`src/rtl/alpha_gain_ctrl.sv`:
```
// alpha_gain_ctrl: multi-level gain selector for the HDR sample path.
// Steps the gain level up at once on overload. Steps it down one level after
// a masked run of consecutive quiet samples. A short hold-off after every
// level change keeps quiet counting paused while the analog front end settles.
module alpha_gain_ctrl #(
  parameter int DATA_W          = 9,
  parameter int NUM_LEVELS      = 4,
  parameter int TO_W            = 5,
  parameter int HOLDOFF_SAMPLES = 2,
  localparam int LVL_W          = $clog2(NUM_LEVELS)
) (
  input  logic              clk,
  input  logic              reset,
  input  logic              enable_sampling,
  input  logic [DATA_W-1:0] hdr_current_value,
  input  logic [DATA_W-1:0] threshold_high,
  input  logic [DATA_W-1:0] threshold_low,
  input  logic [TO_W-1:0]   timeout_mask,
  output logic [LVL_W-1:0]  alpha,
  output logic              alpha_up,
  output logic              alpha_down
);

  localparam int HO_W = (HOLDOFF_SAMPLES < 2) ? 1 : $clog2(HOLDOFF_SAMPLES + 1);
  localparam logic [HO_W-1:0] HO_LAST =
    HO_W'((HOLDOFF_SAMPLES > 0) ? (HOLDOFF_SAMPLES - 1) : 0);
  localparam logic [LVL_W-1:0] ALPHA_MAX = LVL_W'(NUM_LEVELS - 1);
  localparam logic [DATA_W-1:0] MOST_NEG = {1'b1, {(DATA_W-1){1'b0}}};
  localparam logic [DATA_W-1:0] MAG_SAT  = {1'b0, {(DATA_W-1){1'b1}}};

  typedef enum logic {
    TRACK,
    HOLDOFF
  } state_t;

  state_t            state_q, state_d;
  logic [LVL_W-1:0]  alpha_q, alpha_d;
  logic              alpha_up_q, alpha_up_d;
  logic              alpha_down_q, alpha_down_d;
  logic [TO_W-1:0]   quiet_cnt_q, quiet_cnt_d;
  logic [HO_W-1:0]   holdoff_cnt_q, holdoff_cnt_d;

  logic [DATA_W-1:0] mag;
  logic              over;
  logic              quiet;
  logic [TO_W-1:0]   quiet_cnt_inc;

  // Sample magnitude; the most negative code saturates so it stays representable.
  always_comb begin
    mag = hdr_current_value;
    if (hdr_current_value == MOST_NEG) begin
      mag = MAG_SAT;
    end else if (hdr_current_value[DATA_W-1]) begin
      mag = ~hdr_current_value + 1'b1;
    end
    over          = mag > threshold_high;
    quiet         = mag < threshold_low;
    quiet_cnt_inc = (&quiet_cnt_q) ? quiet_cnt_q : quiet_cnt_q + 1'b1;
  end

  // Next-state logic: hold-off progression, then step-up / step-down priority.
  always_comb begin
    state_d       = state_q;
    alpha_d       = alpha_q;
    alpha_up_d    = 1'b0;
    alpha_down_d  = 1'b0;
    quiet_cnt_d   = quiet_cnt_q;
    holdoff_cnt_d = holdoff_cnt_q;

    if (enable_sampling) begin
      if (state_q == HOLDOFF) begin
        if (holdoff_cnt_q == HO_LAST) begin
          state_d       = TRACK;
          holdoff_cnt_d = '0;
        end else begin
          holdoff_cnt_d = holdoff_cnt_q + 1'b1;
        end
      end

      if (over) begin
        quiet_cnt_d = '0;
        if (alpha_q != ALPHA_MAX) begin
          alpha_d    = alpha_q + 1'b1;
          alpha_up_d = 1'b1;
          if (HOLDOFF_SAMPLES > 0) begin
            state_d       = HOLDOFF;
            holdoff_cnt_d = '0;
          end
        end
      end else if (quiet && (state_q == TRACK) && (alpha_q != '0) &&
                   (timeout_mask != '0)) begin
        if ((quiet_cnt_inc & timeout_mask) == timeout_mask) begin
          alpha_d      = alpha_q - 1'b1;
          alpha_down_d = 1'b1;
          quiet_cnt_d  = '0;
          if (HOLDOFF_SAMPLES > 0) begin
            state_d       = HOLDOFF;
            holdoff_cnt_d = '0;
          end
        end else begin
          quiet_cnt_d = quiet_cnt_inc;
        end
      end else begin
        quiet_cnt_d = '0;
      end
    end
  end

  // State registers with asynchronous active-low reset.
  always_ff @(posedge clk or negedge reset) begin
    if (!reset) begin
      state_q       <= TRACK;
      alpha_q       <= '0;
      alpha_up_q    <= 1'b0;
      alpha_down_q  <= 1'b0;
      quiet_cnt_q   <= '0;
      holdoff_cnt_q <= '0;
    end else begin
      state_q       <= state_d;
      alpha_q       <= alpha_d;
      alpha_up_q    <= alpha_up_d;
      alpha_down_q  <= alpha_down_d;
      quiet_cnt_q   <= quiet_cnt_d;
      holdoff_cnt_q <= holdoff_cnt_d;
    end
  end

  assign alpha      = alpha_q;
  assign alpha_up   = alpha_up_q;
  assign alpha_down = alpha_down_q;

endmodule

```
`config.mk`:
```
export PLATFORM = sky130hd
export DESIGN_NAME = alpha_gain_ctrl
export DESIGN_NICKNAME = d
export VERILOG_FILES = /design/src/rtl/alpha_gain_ctrl.sv
export SDC_FILE = /design/constraint.sdc
export NUM_CORES = 1
export LEC_CHECK = 0
export BUFFER_PORTS_ARGS = -buffer_cell sky130_fd_sc_hd__buf_2
export CORE_AREA = 2 2 51 65
export CTS_BUF_LIST = sky130_fd_sc_hd__clkbuf_4 sky130_fd_sc_hd__clkbuf_8
export CTS_CLUSTER_SIZE = 12
export DETAILED_ROUTE_END_ITERATION = 6
export DIE_AREA = 0 0 53 67
export HOLD_SLACK_MARGIN = 0.08
export PLACE_DENSITY = 0.74
export SYNTH_ARGS = -nofsm -noshare
export SYNTH_HDL_FRONTEND = slang
export SYNTH_SLANG_ARGS = --single-unit
```
`constraint.sdc`:
```
create_clock -name clk -period 4.4 [get_ports clk]
set_clock_uncertainty 0.15 [all_clocks]
set_input_delay 0.88 -clock clk [delete_from_list [all_inputs] [get_ports clk]]
set_output_delay 0.88 -clock clk [all_outputs]
set_load 0.01 [all_outputs]
```
Word level (Yosys, flattened, before mapping)

Cells that the tools add are included.

Register bits after elaboration: 12
Input port bits: 35
Output and inout bits: 4
Word-level logic and storage cells: 59

$add $sub $neg: 5
Order comparisons: 2
Equality and inequality tests: 5
Multiplexer cells: 29
Bitwise operators: 3
Reductions and logical operators: 9

Operators by type and width:

| kind                  | count |
|---|---|
| $mux W2               | 10 |
| $mux W5               | 4 |
| $mux W9               | 2 |
| $mux W1               | 13 |
| $add A9 B1 Y9 const B | 1 |
| $eq A9 B9 Y1 const B  | 1 |
| $gt A9 B9 Y1          | 1 |
| $lt A9 B9 Y1          | 1 |
| $not A9 Y9            | 1 |
| $reduce_bool A2 Y1    | 3 |
| $add A5 B1 Y5 const B | 1 |
| $and A5 B5 Y5         | 1 |
| $eq A5 B5 Y1          | 1 |
| $reduce_and A5 Y1     | 1 |
| $reduce_bool A5 Y1    | 1 |
| $add A2 B1 Y2 const B | 2 |
| $reduce_and A4 Y1     | 1 |
| $logic_and A1 B1 Y1   | 3 |
| $eq A2 B1 Y1 const B  | 1 |
| $ne A2 B1 Y1 const B  | 1 |
| $ne A2 B2 Y1 const B  | 1 |
| $sub A2 B1 Y2 const B | 1 |
| $not A1 Y1            | 1 |

Logic depth before layout (Yosys ltp)

Gate-level depths: netlist of run 1.

Word-level depth: 11
Gate-level depth with buffers: 13

Worst setup path before layout of run 1

Ideal clock, no wire load.

Path kind: input -> register
Start: input hdr_current_value[1]
End: register state_q
Library setup time: 0.121 ns
Data arrival time: 3.026 ns
Data required time: 4.129 ns
Path slack: 1.103 ns
Stages: 12
Buffers on the path: 0
Cells stage by stage: inv_1 -> ha_1 -> and4bb_1 -> nand2_1 -> o211ai_1 -> ha_1 -> nor2b_1 -> o21ai_1 -> a21oi_1 -> o31ai_4 -> o21ai_1 -> a22o_1

Word-level cells in the longest chain between the ends: 10
Elaborated cells on any way between the ends: 12

RTL lines:

| element                           | RTL line | source |
|---|---|---|
| start: declaration                | 15       | `input logic [DATA_W-1:0] hdr_current_value,` |
| $not A9 Y9                        | 54       | `mag = ~hdr_current_value + 1'b1;` |
| $add A9 B1 Y9                     | 54       |  |
| $mux W9                           | 53       | `end else if (hdr_current_value[DATA_W-1]) begin` |
| $mux W9 (*)                       | 51       | `if (hdr_current_value == MOST_NEG) begin` |
| $lt A9 B9 Y1                      | 57       | `quiet = mag < threshold_low;` |
| $logic_and A1 B1 Y1 (3 in series) | 90       | `end else if (quiet && (state_q == TRACK) && (alpha_q != '0) &&` |
| $mux W1                           | 90       |  |
| $mux W1 (*)                       | 80       | `if (over) begin` |
| end signal: assignment            | 119      | `state_q <= state_d;` |
| end: declaration                  | 36       | `state_t state_q, state_d;` |

Every way passes the cells marked *; elsewhere a longest branch is shown, timed or not.
A chain may end at the register's enable or synchronous reset.

Worst setup path in the final report of run 1

Start: input hdr_current_value[0]
End: register alpha_q[1], in the netlist alpha[1]

Word-level cells in the longest chain between the ends: 10
Elaborated cells on any way between the ends: 15

RTL lines:

| element                             | RTL line | source |
|---|---|---|
| $not A9 Y9                          | 54       |  |
| $add A9 B1 Y9                       | 54       |  |
| $mux W9                             | 53       |  |
| $mux W9 (*)                         | 51       |  |
| $lt A9 B9 Y1                        | 57       |  |
| $logic_and A1 B1 Y1 (3 in series)   | 90       |  |
| $reduce_bool A2 Y1 (no source line) | --       |  |
| $reduce_and A4 Y1 (no source line)  | --       |  |
| end signal: assignment              | 120      | `alpha_q <= alpha_d;` |
| end: declaration                    | 37       | `logic [LVL_W-1:0] alpha_q, alpha_d;` |

Marks and branches as above.

==> metrics.txt, run 1 <==
Pins Over Slew Limit 0; # IOs 39; critical path fanouts, max 6; Power Density 282 nW/µm²; worst setup path start hdr_current_value[0]; prevailing post-synth register cell dfrtp_1; worst setup margin about 930 ps; Die X-Extent 53 µm; Mapped Avg Cell Area 7.85 µm²; Syn. warnings 0; area of the core 2890 µm²; combinational fraction of design power 46.8%; vias per inst 5.39; CP startpoint kind input port; final WL between 3000 and 4000 µm; CTS tree built; Post-CTS Setup Bufs 0; # rows 22; Crit. End Element flip-flop; CTS root buf clkbuf_4; initial antenna violation count 0; clock group share of total power 18.9%; critical path arrival 3460 ps; CP Capture Point alpha[1]$_DFFE_PN0P_; outcome finished, final reports clean; NumNets Final ~280; worst hold path type in2async; largest net degree at the start of global routing 18; peak supply drop 0.180 mV; FMAX 288 MHz; Psw a little under 200 µW; Final TNS setup 0 ps; sw frac 40.6%; ratio of cells with drive above 1 in the final layout 25.3%; Die ar. 3550 µm²; routed vias 1384; initial core utilization 49.1%; Netlist cell types 44; average routed wire per standard cell 12.0 µm; IO buf count 38; clk sinks 12; Post-synth EDFFs 0; R2R Path Start quiet_cnt_q[0]$_DFFE_PN0P_; kind of critical path in2reg; antenna cell count 0; Seq/Total Area, Yosys between 20% and 30%; hold buffers post-CTS 0; clk buf depth 2; RePlAce Congestion 0.863; most frequent cells in the layout buf_2 (38), nand2_1 (26), inv_1 (24); drt drc 0; CP Data Required Time 4390 ps; Area after DPL between 1500 and 2000 µm²; commonest non-fill, non-tap cell in the layout buf_2; Final min period roughly 3500 ps; internal power around 280 µW; Reg power frac 34.3%; Mapped Area 1420 µm²; CTS buffer count 3; Worst-path clk slew roughly 80 ps; first-pass GRT wire length 5100 µm; reg2reg setup slack approximately 2000 ps; H-tree lvl count 1; Tot GR Track Use 19.1%; Die Ht ~67 µm; grt ovf 0; CTS resizes 0; Post-DRT Antenna Nets 0; drt pass-1 iters 4; pre-CTS WS ~660 ps; DP HPWL 2600 µm; Synth Instances between 150 and 200; RSZ-0062 raised after global routing false; worst r2r dst alpha[1]$_DFFE_PN0P_; Async S/R FF share, synth 100%; clk_lat worst skew roughly 280 ps; static leakage 0.878 nW; final hold viol count 0; MaxCap Viol Count 0; Syn-to-layout area delta 18.6%; reg2reg path depth 7; Synth Register Bits 12; final setup fails 0; number of global-route vias before repair about 1300; final instance area 1680 µm²; period utilization 78.9%; Initial DRC Count 22
-- power by group through the flow --
stage               logic (mW)  registers, mW  clock network (mW)
floorplan                0.156          0.163                   0
finish                   0.222          0.163              0.0895
CTS                      0.224          0.162              0.0921
global placement         0.218          0.164                   0
detailed placement       0.222          0.165                   0
global route             0.251          0.168              0.0960
-- state kept, by name, indices dropped and copies added (netlist names) --
signal	cells
alpha	2
alpha_down	1
alpha_up	1
holdoff_cnt_q	2
quiet_cnt_q	5
state_q	1
-- critical path, cell delays in order --
cell	delay, ps
buf_2	120
inv_1	60
ha_1	230
and4bb_1	280
nand2_1	120
o211ai_1	180
ha_1	300
nor2b_1	140
o21ai_1	120
a21oi_1	130
o31a_1	360
nor4_1	410
a2111oi_2	110
-- routing by layer --
metal | wire length [µm] | vias up | track usage, %
li1 | - | 730 | -
met1 | 1310 | 604 | 22.3
met2 | 1610 | 46 | 35.9
met3 | 124 | 4 | 1.35
met4 | 38 | 0 | 5.77
met5 | 0 | - | 0
-- cell families (layout without fill, tap and decap cells) --
logic type	Yosys count	in the layout	synth area share [%]
and+or+nand+nor	68	68	27.4
other	1	2	0.264
DFF	12	12	21.1
xor gates and xnor gates	4	4	2.47
adders and majority gates	19	19	16.7
muxes	1	1	0.705
buffers and inverters	27	66	7.14
AOI/OAI and AO/OA	49	49	24.1
-- metrics by stage --
step | cells | util, % | hold WS [ps] | power [mW]
finish | 257 | 58.3 | 316 | 0.475
global route | 257 | 58.3 | 323 | 0.515
CTS | 257 | 58.3 | 321 | 0.478
detailed placement | 253 | 57.0 | 347 | 0.386
global placement | 253 | 57.0 | 346 | 0.382
floorplan | 182 | - | 320 | 0.319
-- cell type report --
type                       instances  area [µm²]
multi-input combinational        143        1020
tap                               36        45.0
timing repair buffer              38         190
fill                             295        1210
clock buffer                       4        36.3
inverter                          24        90.1
sequential                        12         300
-- synthesized netlist by cell type (all sizes together), types with 2 or more instances --
| cell | number | share of area (%) |
|---|---|---|
| nor4 | 4 | 2.8 |
| and3 | 4 | 2.5 |
| nand3 | 6 | 2.8 |
| and4 | 2 | 1.2 |
| nor2b | 3 | 1.3 |
| nand4 | 5 | 3.1 |
| xnor2 | 2 | 1.2 |
| nor3 | 2 | 0.70 |
| clkbuf | 3 | 0.79 |
| a21o | 3 | 1.6 |
| nand2 | 26 | 6.9 |
| o31ai | 3 | 2.9 |
| xor2 | 2 | 1.2 |
| ha | 19 | 17 |
| nor2 | 11 | 3.1 |
| dfrtp | 12 | 21 |
| nand3b | 3 | 1.6 |
| inv | 24 | 6.3 |
| a21oi | 18 | 6.9 |
| a31oi | 2 | 0.88 |
| o21ai | 10 | 3.5 |
| o22ai | 3 | 1.3 |
| a211oi | 2 | 1.1 |
-- how the worst min path moves through the flow --
stage	startpoint	end	cells after the start
4_1_cts	reset	quiet_cnt_q[4]$_DFFE_PN0P_	1
3_5_place_dp	holdoff_cnt_q[1]$_DFFE_PN0P_	holdoff_cnt_q[1]$_DFFE_PN0P_	2
3_3_place_gp	holdoff_cnt_q[1]$_DFFE_PN0P_	holdoff_cnt_q[1]$_DFFE_PN0P_	2
5_1_grt	reset	quiet_cnt_q[2]$_DFFE_PN0P_	1
6_report	reset	alpha[0]$_DFFE_PN0P_	1
2_1_floorplan	holdoff_cnt_q[1]$_DFFE_PN0P_	holdoff_cnt_q[1]$_DFFE_PN0P_	2
Note: power is estimated with default switching activity, not from simulation.
==> inputs of run 2 (changes only) <==
- clock period: 4.4 -> 3.3 ns (I/O delays scaled with it)
==> metrics.txt, run 2 (same netlist as run 1, synthesis figures left out) <==
outcome finished, final reports clean; Final TNS setup 0 ps (unchanged); clk_lat worst skew 280 ps (about the same); Fin Hold WS 92.6 ps (-223 ps); CTS tree built; average routed wire per standard cell 12.2 µm (+1.6%); commonest non-fill, non-tap cell in the layout buf_2; final hold viol count 0 (unchanged); grt ovf 0 (unchanged); Syn-to-layout area delta 26.0%; IO buf count 38 (unchanged); critical path arrival 3020 ps (-440 ps); cell count after placement 265 (+4.7%); final instance area 1790 µm² (+6.2%); RePlAce Congestion 0.826 (-4.3%); largest net degree at the start of global routing 18 (unchanged); vias per inst 5.37 (-0.34%); Psw 260 µW (+35%); drt drc 0 (unchanged); combinational fraction of design power 48.2% (+1.4 points); DP HPWL 2790 µm (+7.4%); Layout Cells excl Fill 270 (+5.1%); clk sinks 12 (unchanged); FMAX approximately 330 MHz; ratio of cells with drive above 1 in the final layout 30.3% (+5.0 points); clock group share of total power 18.2% (-0.7 points); Die X-Extent 53 µm (unchanged); CP startpoint kind input port; hold buffers post-CTS 0 (unchanged); most frequent cells in the layout buf_2 (38), nand2_1 (26), inv_1 (24); pre-CTS WS -100 ps (-762 ps); Post-DRT Antenna Nets 0 (unchanged); Die Ht 67 µm (unchanged); CP Data Required Time 3300 ps (-1090 ps); Reg power frac 33.6% (-0.7 points); H-tree lvl count 1 (unchanged); MaxCap Viol Count 0 (unchanged); CP Capture Point alpha[1]$_DFFE_PN0P_; Tot GR Track Use 21.1% (+2.0 points); Final min period 3020 ps; final setup fails 0 (unchanged); kind of critical path in2reg; Crit. End Element flip-flop; initial core utilization 49.1% (unchanged); worst setup path start hdr_current_value[3]; clk buf depth 2 (unchanged); static leakage 0.941 nW (+7.2%); # rows 22 (unchanged); reg2reg path depth 7 (unchanged); Pins Over Slew Limit 0 (unchanged); number of global-route vias before repair 1416 (+12%); NumNets Final 289 (+4.7%); Fillers 294 (-0.34%); R2R Path Start quiet_cnt_q[0]$_DFFE_PN0P_; period utilization 91.4%; final WL 3290 µm (+6.8%); sw frac 39.9% (-0.66 points); internal power 391 µW (+39%); initial antenna violation count 0 (unchanged); Largest register FFs 5 (unchanged); worst hold path type in2async; Worst-path clk slew 70 ps (about the same); critical path fanouts, max 5 (-1); drt pass-1 iters 5 (+1); worst r2r dst alpha[1]$_DFFE_PN0P_; routed vias 1449 (+4.7%); Die ar. 3550 µm² (unchanged); peak supply drop 0.276 mV (+53%); first-pass GRT wire length 5610 µm (+10%); reg2reg setup slack 960 ps (-1060 ps); CTS root buf clkbuf_4; Initial DRC Count 22 (unchanged); Area after DPL 1740 µm² (+5.5%); # IOs 39 (unchanged); Power Density 364 nW/µm² (+29%); worst setup margin 283 ps (-647 ps); antenna cell count 0 (unchanged); area of the core 2890 µm² (unchanged); CTS buffer count 3 (unchanged); Most flops, register quiet_cnt_q
-- run 2: cell types whose count changed in the layout (fill, tap and decap cells not counted), sizes merged --
cell  before  now
buf       38   51
-- run 2: layout make-up --
type                       instances  area, µm²  share of cell area (%)
multi-input combinational        143       1030                    57.6
sequential                        12        300                    16.8
timing repair buffer              51        288                    16.1
inverter                          24       90.1                    5.03
tap                               36       45.0                    2.52
clock buffer                       4       36.3                    2.03
-- run 2: worst min-delay path by stage --
stage                                  from                            to  slack (ps)
2_1_floorplan                         reset          alpha[0]$_DFFE_PN0P_         210
3_3_place_gp   holdoff_cnt_q[1]$_DFFE_PN0P_  holdoff_cnt_q[1]$_DFFE_PN0P_         350
3_5_place_dp   holdoff_cnt_q[1]$_DFFE_PN0P_  holdoff_cnt_q[1]$_DFFE_PN0P_         350
4_1_cts                               reset          alpha[1]$_DFFE_PN0P_         100
5_1_grt                               reset          alpha[1]$_DFFE_PN0P_          90
6_report                              reset          alpha[1]$_DFFE_PN0P_          90
-- run 2: repair_timing --
action / CTS / global route
gates resized for setup: 0 / 2
buffers inserted: 0 / 1
setup endpoints to repair: 0 / 2
-- run 2: metrics by stage --
| stage | power [mW] | util (%) |
|---|---|---|
| 5_1_grt | 0.709 | 61.9 |
| 3_3_place_gp | 0.522 | 60.1 |
| 4_1_cts | 0.649 | 61.4 |
| 6_report | 0.651 | 61.9 |
| 3_5_place_dp | 0.530 | 60.1 |
| 2_1_floorplan | 0.425 | - |
-- run 2: power by group through the flow --
stage	clock network (mW)	logic, mW	registers (mW)
floorplan	0	0.207	0.218
global placement	0	0.303	0.219
detailed placement	0	0.310	0.220
CTS	0.120	0.312	0.217
global route	0.129	0.356	0.223
finish	0.118	0.314	0.218
-- run 2: routing by layer --
metal / routed length, µm / part of all wire [%] / GRT usage, %
met1: 1390 / 42 / 21.6
met2: 1710 / 52 / 40.6
met3: 105 / 3.2 / 2.02
met4: 89 / 2.7 / 10.6
met5: 0 / 0 / 0
-- run 2: critical path, cell delays in order --
cell	delay [ps]
buf_2	130
nor4_4	370
nand3_1	120
a21oi_1	150
a31oi_1	50
buf_4	150
ha_1	300
a211oi_1	200
nand2_1	130
o31a_1	300
nor4_1	360
a2111oi_2	90
